<file path="src/rtl/rfsoc_config.sv">
// Shared definitions for the RFSoC streaming blocks.
//   router_state_t   : axis_channel_router FSM states
//   AXIS_DW          : PS DMA stream data width
//   HDR_*_LSB        : bit offsets of the router header fields
//   ROUTER_MAGIC     : header tag expected when ROUTER_HDR_CHK_EN is defined
//   ch_onehot()      : one-hot decode of a channel index, callers truncate
package rfsoc_config;

    typedef enum logic [1:0] {
        RT_IDLE  = 2'd0,
        RT_ROUTE = 2'd1,
        RT_DRAIN = 2'd2
    } router_state_t;

    localparam int          AXIS_DW      = 256;
    localparam int          HDR_TAG_LSB  = 0;
    localparam int          HDR_CH_LSB   = 16;
    localparam int          HDR_LEN_LSB  = 32;
    localparam logic [15:0] ROUTER_MAGIC = 16'hA5C3;

    // Full 256-wide decode; the caller casts down to its channel count.
    function automatic logic [255:0] ch_onehot(input logic [7:0] ch);
        ch_onehot = 256'd1 << ch;
    endfunction

endpackage

</file>
<file path="src/rtl/axis_channel_router.sv">
// axis_channel_router: 1-to-NUM_CH AXI-Stream router.
// A header beat (tag [15:0], channel [23:16], payload count [32+CNT_W-1:32])
// selects a channel; the following N beats pass through to that channel with
// zero latency while select_out holds the channel's loopback mux on PS data.
// Bad headers (channel out of range, or wrong tag when ROUTER_HDR_CHK_EN is
// defined) have their payload drained and bump a saturating error counter.
// Ports:
//   clk, rst                       clock, synchronous active-high reset
//   s_axis_tdata/tvalid/tready     upstream stream from PS DMA
//   m_axis_tdata                   payload broadcast to all channels
//   m_axis_tvalid/tready           per-channel handshake (one-hot valid)
//   select_out                     one-hot channel select for the whole load
//   busy                           FSM not in IDLE
//   done                           one-cycle pulse at end of a routed packet
//   err_cnt                        dropped-packet count, saturating
// Configuration macro: ROUTER_HDR_CHK_EN enables the header tag check.
module axis_channel_router
    import rfsoc_config::*;
#(
    parameter int          NUM_CH = 16,
    parameter int          CNT_W  = 24,
    parameter logic [15:0] MAGIC  = ROUTER_MAGIC
) (
    input  logic                clk,
    input  logic                rst,
    input  logic [AXIS_DW-1:0]  s_axis_tdata,
    input  logic                s_axis_tvalid,
    output logic                s_axis_tready,
    output logic [AXIS_DW-1:0]  m_axis_tdata,
    output logic [NUM_CH-1:0]   m_axis_tvalid,
    input  logic [NUM_CH-1:0]   m_axis_tready,
    output logic [NUM_CH-1:0]   select_out,
    output logic                busy,
    output logic                done,
    output logic [15:0]         err_cnt
);

    router_state_t      state_q, state_d;
    logic [CNT_W-1:0]   cnt_q, cnt_d;
    logic [7:0]         ch_q, ch_d;
    logic [NUM_CH-1:0]  select_q, select_d;
    logic               done_q, done_d;
    logic [15:0]        err_cnt_q, err_cnt_d;

    logic [7:0]         hdr_ch_s;
    logic [CNT_W-1:0]   hdr_len_s;
    logic               hdr_bad_s;
    logic [NUM_CH-1:0]  ch_dec_s;
    logic [NUM_CH-1:0]  hdr_dec_s;
    logic               s_ready_s;
    logic [NUM_CH-1:0]  m_valid_s;

    assign hdr_ch_s  = s_axis_tdata[HDR_CH_LSB +: 8];
    assign hdr_len_s = s_axis_tdata[HDR_LEN_LSB +: CNT_W];
    assign ch_dec_s  = NUM_CH'(ch_onehot(ch_q));
    assign hdr_dec_s = NUM_CH'(ch_onehot(hdr_ch_s));

`ifdef ROUTER_HDR_CHK_EN
    // Header is rejected for an out-of-range channel or a wrong tag.
    always_comb begin
        hdr_bad_s = ({1'b0, hdr_ch_s} >= 9'(NUM_CH)) ||
                    (s_axis_tdata[HDR_TAG_LSB +: 16] != MAGIC);
    end
`else
    // Header is rejected only for an out-of-range channel.
    always_comb begin
        hdr_bad_s = ({1'b0, hdr_ch_s} >= 9'(NUM_CH));
    end
`endif

    // Next-state, counter, select and handshake logic.
    always_comb begin
        state_d   = state_q;
        cnt_d     = cnt_q;
        ch_d      = ch_q;
        select_d  = select_q;
        done_d    = 1'b0;
        err_cnt_d = err_cnt_q;
        s_ready_s = 1'b0;
        m_valid_s = '0;
        case (state_q)
            RT_IDLE: begin
                s_ready_s = 1'b1;
                if (s_axis_tvalid) begin
                    ch_d  = hdr_ch_s;
                    cnt_d = hdr_len_s;
                    if (hdr_bad_s) begin
                        if (err_cnt_q != 16'hFFFF) begin
                            err_cnt_d = err_cnt_q + 16'd1;
                        end else begin
                            err_cnt_d = err_cnt_q;
                        end
                        // A zero-length bad packet has nothing to drain.
                        if (hdr_len_s != '0) begin
                            state_d = RT_DRAIN;
                        end else begin
                            state_d = RT_IDLE;
                        end
                    end else if (hdr_len_s == '0) begin
                        done_d = 1'b1;
                    end else begin
                        state_d  = RT_ROUTE;
                        select_d = hdr_dec_s;
                    end
                end else begin
                    state_d = RT_IDLE;
                end
            end
            RT_ROUTE: begin
                // Pass-through: ready of the selected channel only.
                m_valid_s = ch_dec_s & {NUM_CH{s_axis_tvalid}};
                s_ready_s = |(m_axis_tready & ch_dec_s);
                if (s_axis_tvalid && s_ready_s) begin
                    cnt_d = cnt_q - CNT_W'(1);
                    if (cnt_q == CNT_W'(1)) begin
                        state_d  = RT_IDLE;
                        select_d = '0;
                        done_d   = 1'b1;
                    end else begin
                        state_d = RT_ROUTE;
                    end
                end else begin
                    state_d = RT_ROUTE;
                end
            end
            RT_DRAIN: begin
                s_ready_s = 1'b1;
                if (s_axis_tvalid) begin
                    cnt_d = cnt_q - CNT_W'(1);
                    if (cnt_q == CNT_W'(1)) begin
                        state_d = RT_IDLE;
                    end else begin
                        state_d = RT_DRAIN;
                    end
                end else begin
                    state_d = RT_DRAIN;
                end
            end
            default: begin
                state_d  = RT_IDLE;
                select_d = '0;
            end
        endcase
    end

    // State and status registers with synchronous reset.
    always_ff @(posedge clk) begin
        if (rst) begin
            state_q   <= RT_IDLE;
            cnt_q     <= '0;
            ch_q      <= 8'd0;
            select_q  <= '0;
            done_q    <= 1'b0;
            err_cnt_q <= 16'd0;
        end else begin
            state_q   <= state_d;
            cnt_q     <= cnt_d;
            ch_q      <= ch_d;
            select_q  <= select_d;
            done_q    <= done_d;
            err_cnt_q <= err_cnt_d;
        end
    end

    // Handshakes are held low while reset is asserted so nothing is accepted.
    assign s_axis_tready = s_ready_s & ~rst;
    assign m_axis_tvalid = m_valid_s & {NUM_CH{~rst}};
    assign m_axis_tdata  = s_axis_tdata;
    assign select_out    = select_q;
    assign busy          = (state_q != RT_IDLE);
    assign done          = done_q;
    assign err_cnt       = err_cnt_q;

endmodule
</file>
<file path="config.mk">
export PLATFORM = sky130hd
export DESIGN_NAME = axis_channel_router
export DESIGN_NICKNAME = d
export VERILOG_FILES = /design/src/rtl/rfsoc_config.sv /design/src/rtl/axis_channel_router.sv
export SDC_FILE = /design/constraint.sdc
export NUM_CORES = 1
export LEC_CHECK = 0
export ABC_AREA = 1
export CAP_MARGIN = 0
export CORE_AREA = 2 2 224 226
export CTS_CLUSTER_SIZE = 28
export DETAILED_ROUTE_END_ITERATION = 12
export DIE_AREA = 0 0 226 228
export GPL_ROUTABILITY_DRIVEN = 0
export MAX_ROUTING_LAYER = met4
export PLACE_DENSITY = 0.52
export RECOVER_POWER = 25
export SLEW_MARGIN = 10
export SYNTH_ARGS = -nofsm -noshare
export SYNTH_HDL_FRONTEND = slang
export SYNTH_SLANG_ARGS = --single-unit
export TNS_END_PERCENT = 50
</file>
<file path="constraint.sdc">
create_clock -name clk -period 2.32 [get_ports clk]
set_input_delay 0.348 -clock clk [delete_from_list [all_inputs] [get_ports clk]]
set_output_delay 0.348 -clock clk [all_outputs]
set_load 0.02 [all_outputs]
</file>
==> impl_metrics.tcl <==
set metrics [dict create \
    crit_slowest_cell "dfxtp_1" \
    reg2reg_to "select_out[1]$_SDFFE_PP0P_" \
    rows 82 \
    num_io_pins 582 \
    layout_setup_ws_ps -145 \
    area_growth_pct 14.9 \
    grt_usage 0.0999 \
    cts_root_buf "clkbuf_16" \
    postRouteAntennaNets 0 \
    rrSetupSlack_ps 270 \
    tns_ps -145 \
    die_w_um 226 \
    cts_buffer_depth 2 \
    cap_violations 0 \
    grt_max_degree 47 \
    critPathKind "reg2out" \
    cp.arrival_ps 2120 \
    synth.yosys.seq_area_share 0.211 \
    synth_top_area_share 0.305 \
    route.detailed.drc 0 \
    vdd_drop_max_mv 0.287 \
    cts_tree "yes" \
    yosys-top-cells-area "buf_4, dfxtp_1, nand2_1, nor2_1, nand3_1" \
    start_kind "register" \
    final-setup-viol-count 1 \
    hold_violations 0 \
    worstPathRequired_ps 1970 \
    die_y_um 228 \
    numCtsBuffers 9 \
    core_um2 49300 \
    avgViaCountPerCell 3.55 \
    hold_path_class "reg2reg" \
    hpwl_mm 21.6 \
    yosysTopAreaCell "buf_4" \
    min_to "err_cnt[4]$_SDFFE_PP0P_" \
    firstDrtPassIters 5 \
    end_kind "output port" \
    wl_mm 26.0 \
    cp_top_family "simple AND/OR/NAND/NOR gates" \
    max_slew.worst_pin.slew_ps 542 \
    vias 5552 \
    synth-seq-cells 67 \
    ff2ff_path_depth 11 \
    ys_top_cells_by_count "buf_4, nand2_1, nor2_1" \
    htree_levels 3 \
    post_cts_buffers 0 \
    start_util 0.129 \
    p_per_area_nw_per_um2 566 \
    r2r_start "cnt_q[17]$_SDFFE_PP0P_" \
    ys_types 38 \
    synth_nets 1237 \
    antenna_found_initial 0 \
    postSynth.asyncResetShare 0 \
    fin_crit_sh 1.06 \
    drive_gt1_frac 0.161 \
    path_clk_slew_ps 60 \
    clock_sinks 67 \
    synth_area_per_cell_um2 6.67 \
    dp_cells 1548 \
    fin_cells 1564 \
    final_nets 1169 \
    cp_num_cells 11 \
    ys.flop_type "dfxtp_1" \
    cpPeakStageDelay_ps 330 \
    n_fill_cell 5687 \
    status "finished with violations" \
    cp_num_buf_inv 1 \
    die_area_um2 51500 \
    power.leakage_uw 0.00286 \
    synth-simple-area-share 0.288 \
    yosys.area_share.adder 0.0137 \
    ys_warn_count 0 \
    slew_headroom 0.639 \
    drtIter0Drc 250 \
    syn_area_um2 6370 \
    maxSlewViolCount 0 \
    synth_mux_area_frac 0.00471 \
    clk_latency_ps 350 \
    wl_per_cell_um 16.6 \
    grt_first_pass_wirelength_mm 35.8 \
    synth-xor-area-share 0.0137 \
    synth_top_family_by_area "buffers and inverters" \
    violations "negative setup slack" \
    critPathLaunch "ch_q[6]$_SDFFE_PP0P_" \
    post-route-min-period_ps 2470 \
    yosysMostFrequentCell "buf_4" \
    synth-edff-count 0 \
    first_global_vias 5287 \
    path_cells "nor2_4 -> nand4_2 -> nor2_4 -> nand3_1 -> nand2_1 -> nor2_1 -> nand2_2 -> o21a_1 -> nor2_1 -> nor3_1 -> buf_4" \
    rsz0062_at_grt "yes" \
    critPathMaxFanout 4 \
    io_buffers 133 \
    antenna_cells 0 \
    skew_ps 4.30 \
    power.total_uw 4140 \
    netlist_instances 955 \
    overflow 0 \
    synth_compound_area_frac 0.0921 \
    worstHoldPathCells 2 \
    max_freq_mhz 406 \
    hold_path_startpoint "err_cnt[4]$_SDFFE_PP0P_" \
]
==> placed cells by master, fill, tap and decap left out, types with 2 or more instances in the layout <==
cell	instances
nor2_1	105
nor4_2	2
buf_4	70
xor2_1	8
clkbuf_8	2
a21oi_1	57
dfxtp_1	67
nand3_2	14
nor3_1	24
inv_2	4
nand2_1	141
a211oi_1	2
o21ai_0	41
xnor2_1	2
o21ai_1	2
nand4_1	5
ha_1	7
nand4_2	3
nand3_1	63
mux2i_1	3
or2_2	5
nand2_2	4
nor2_2	9
inv_1	72
dlygate4sd2_1	12
nor4_1	9
clkbuf_2	3
a21oi_2	2
clkinv_2	2
clkbuf_16	9
buf_12	4
clkdlybuf4s50_1	116
nor2_4	6
a31oi_1	3
clkinvlp_4	2
o31ai_1	2
==> logic make-up (layout without fill, tap and decap cells) <==
family,count (synthesis),after routing
buf+inv,361,298
fa+ha+maj,7,7
flops,67,67
mux,3,3
xor+xnor,10,10
compound gates,112,112
simple gates,395,395
==> power by group <==
part | total [uW] | internal [uW] | switching [uW]
combinational | 1410 | 608 | 802
sequential | 1380 | 1270 | 112
clock | 1350 | 779 | 572
==> cell type report <==
| cell class | count | area, um2 | share of cell area |
|---|---|---|---|
| sequential | 67 | 1340 | 0.183 |
| inverter | 76 | 285 | 0.0390 |
| multi-input combinational | 527 | 2680 | 0.366 |
| clock buffer | 12 | 256 | 0.0350 |
| clock inverter | 4 | 25.0 | 0.00342 |
| tap | 672 | 841 | 0.115 |
| timing repair buffer | 206 | 1900 | 0.259 |
==> flip-flops by register name (all words and copies together), names as in the netlist <==
signal and flops:
ch_q 8, cnt_q 24, done 1, err_cnt 16, select_out 16, state_q 2
==> repair_timing <==
item                                    in CTS  in global routing
endpoints found under the setup margin      17                 21
hold buffers                                 0                  0
pin swaps                                    0                  2
gates resized for setup                     19                 14
==> metrics by stage <==
step	hold slack (ps)	cell area, um2	utilization	worst slack (ps)
floorplan	426	6370	-	355
global placement	453	7020	0.142	-422
detailed placement	458	7020	0.142	-321
CTS	467	7300	0.148	-237
global route	503	7320	0.148	-323
finish	462	7320	0.148	-145
==> worst max path at each step <==
stage,slack [ps],to
after floorplan,360,s_axis_tready
after global placement,-420,select_out[13]$_SDFFE_PP0P_
after detailed placement,-320,select_out[10]$_SDFFE_PP0P_
after CTS,-240,s_axis_tready
after global routing,-320,s_axis_tready
final,-150,s_axis_tready
==> worst register-to-register path: stages (launching register included) <==
cell and delay, ps:
dfxtp_1 340, nor2_2 200, nand3_1 130, nor4_1 200
nand3_1 240, nand2_1 120, inv_1 80, a21oi_2 190
buf_12 220, nand3_1 100, nand2_1 70, nor2_1 50
==> layer usage <==
metal	global-route usage	wire length, um	vias to the layer above
li1	-	-	2669
met1	0.101	9620	2467
met2	0.157	12000	314
met3	0.0529	3300	102
met4	0.0490	1060	0
met5	-	0	-
Note: power is estimated with default switching activity, not from simulation.
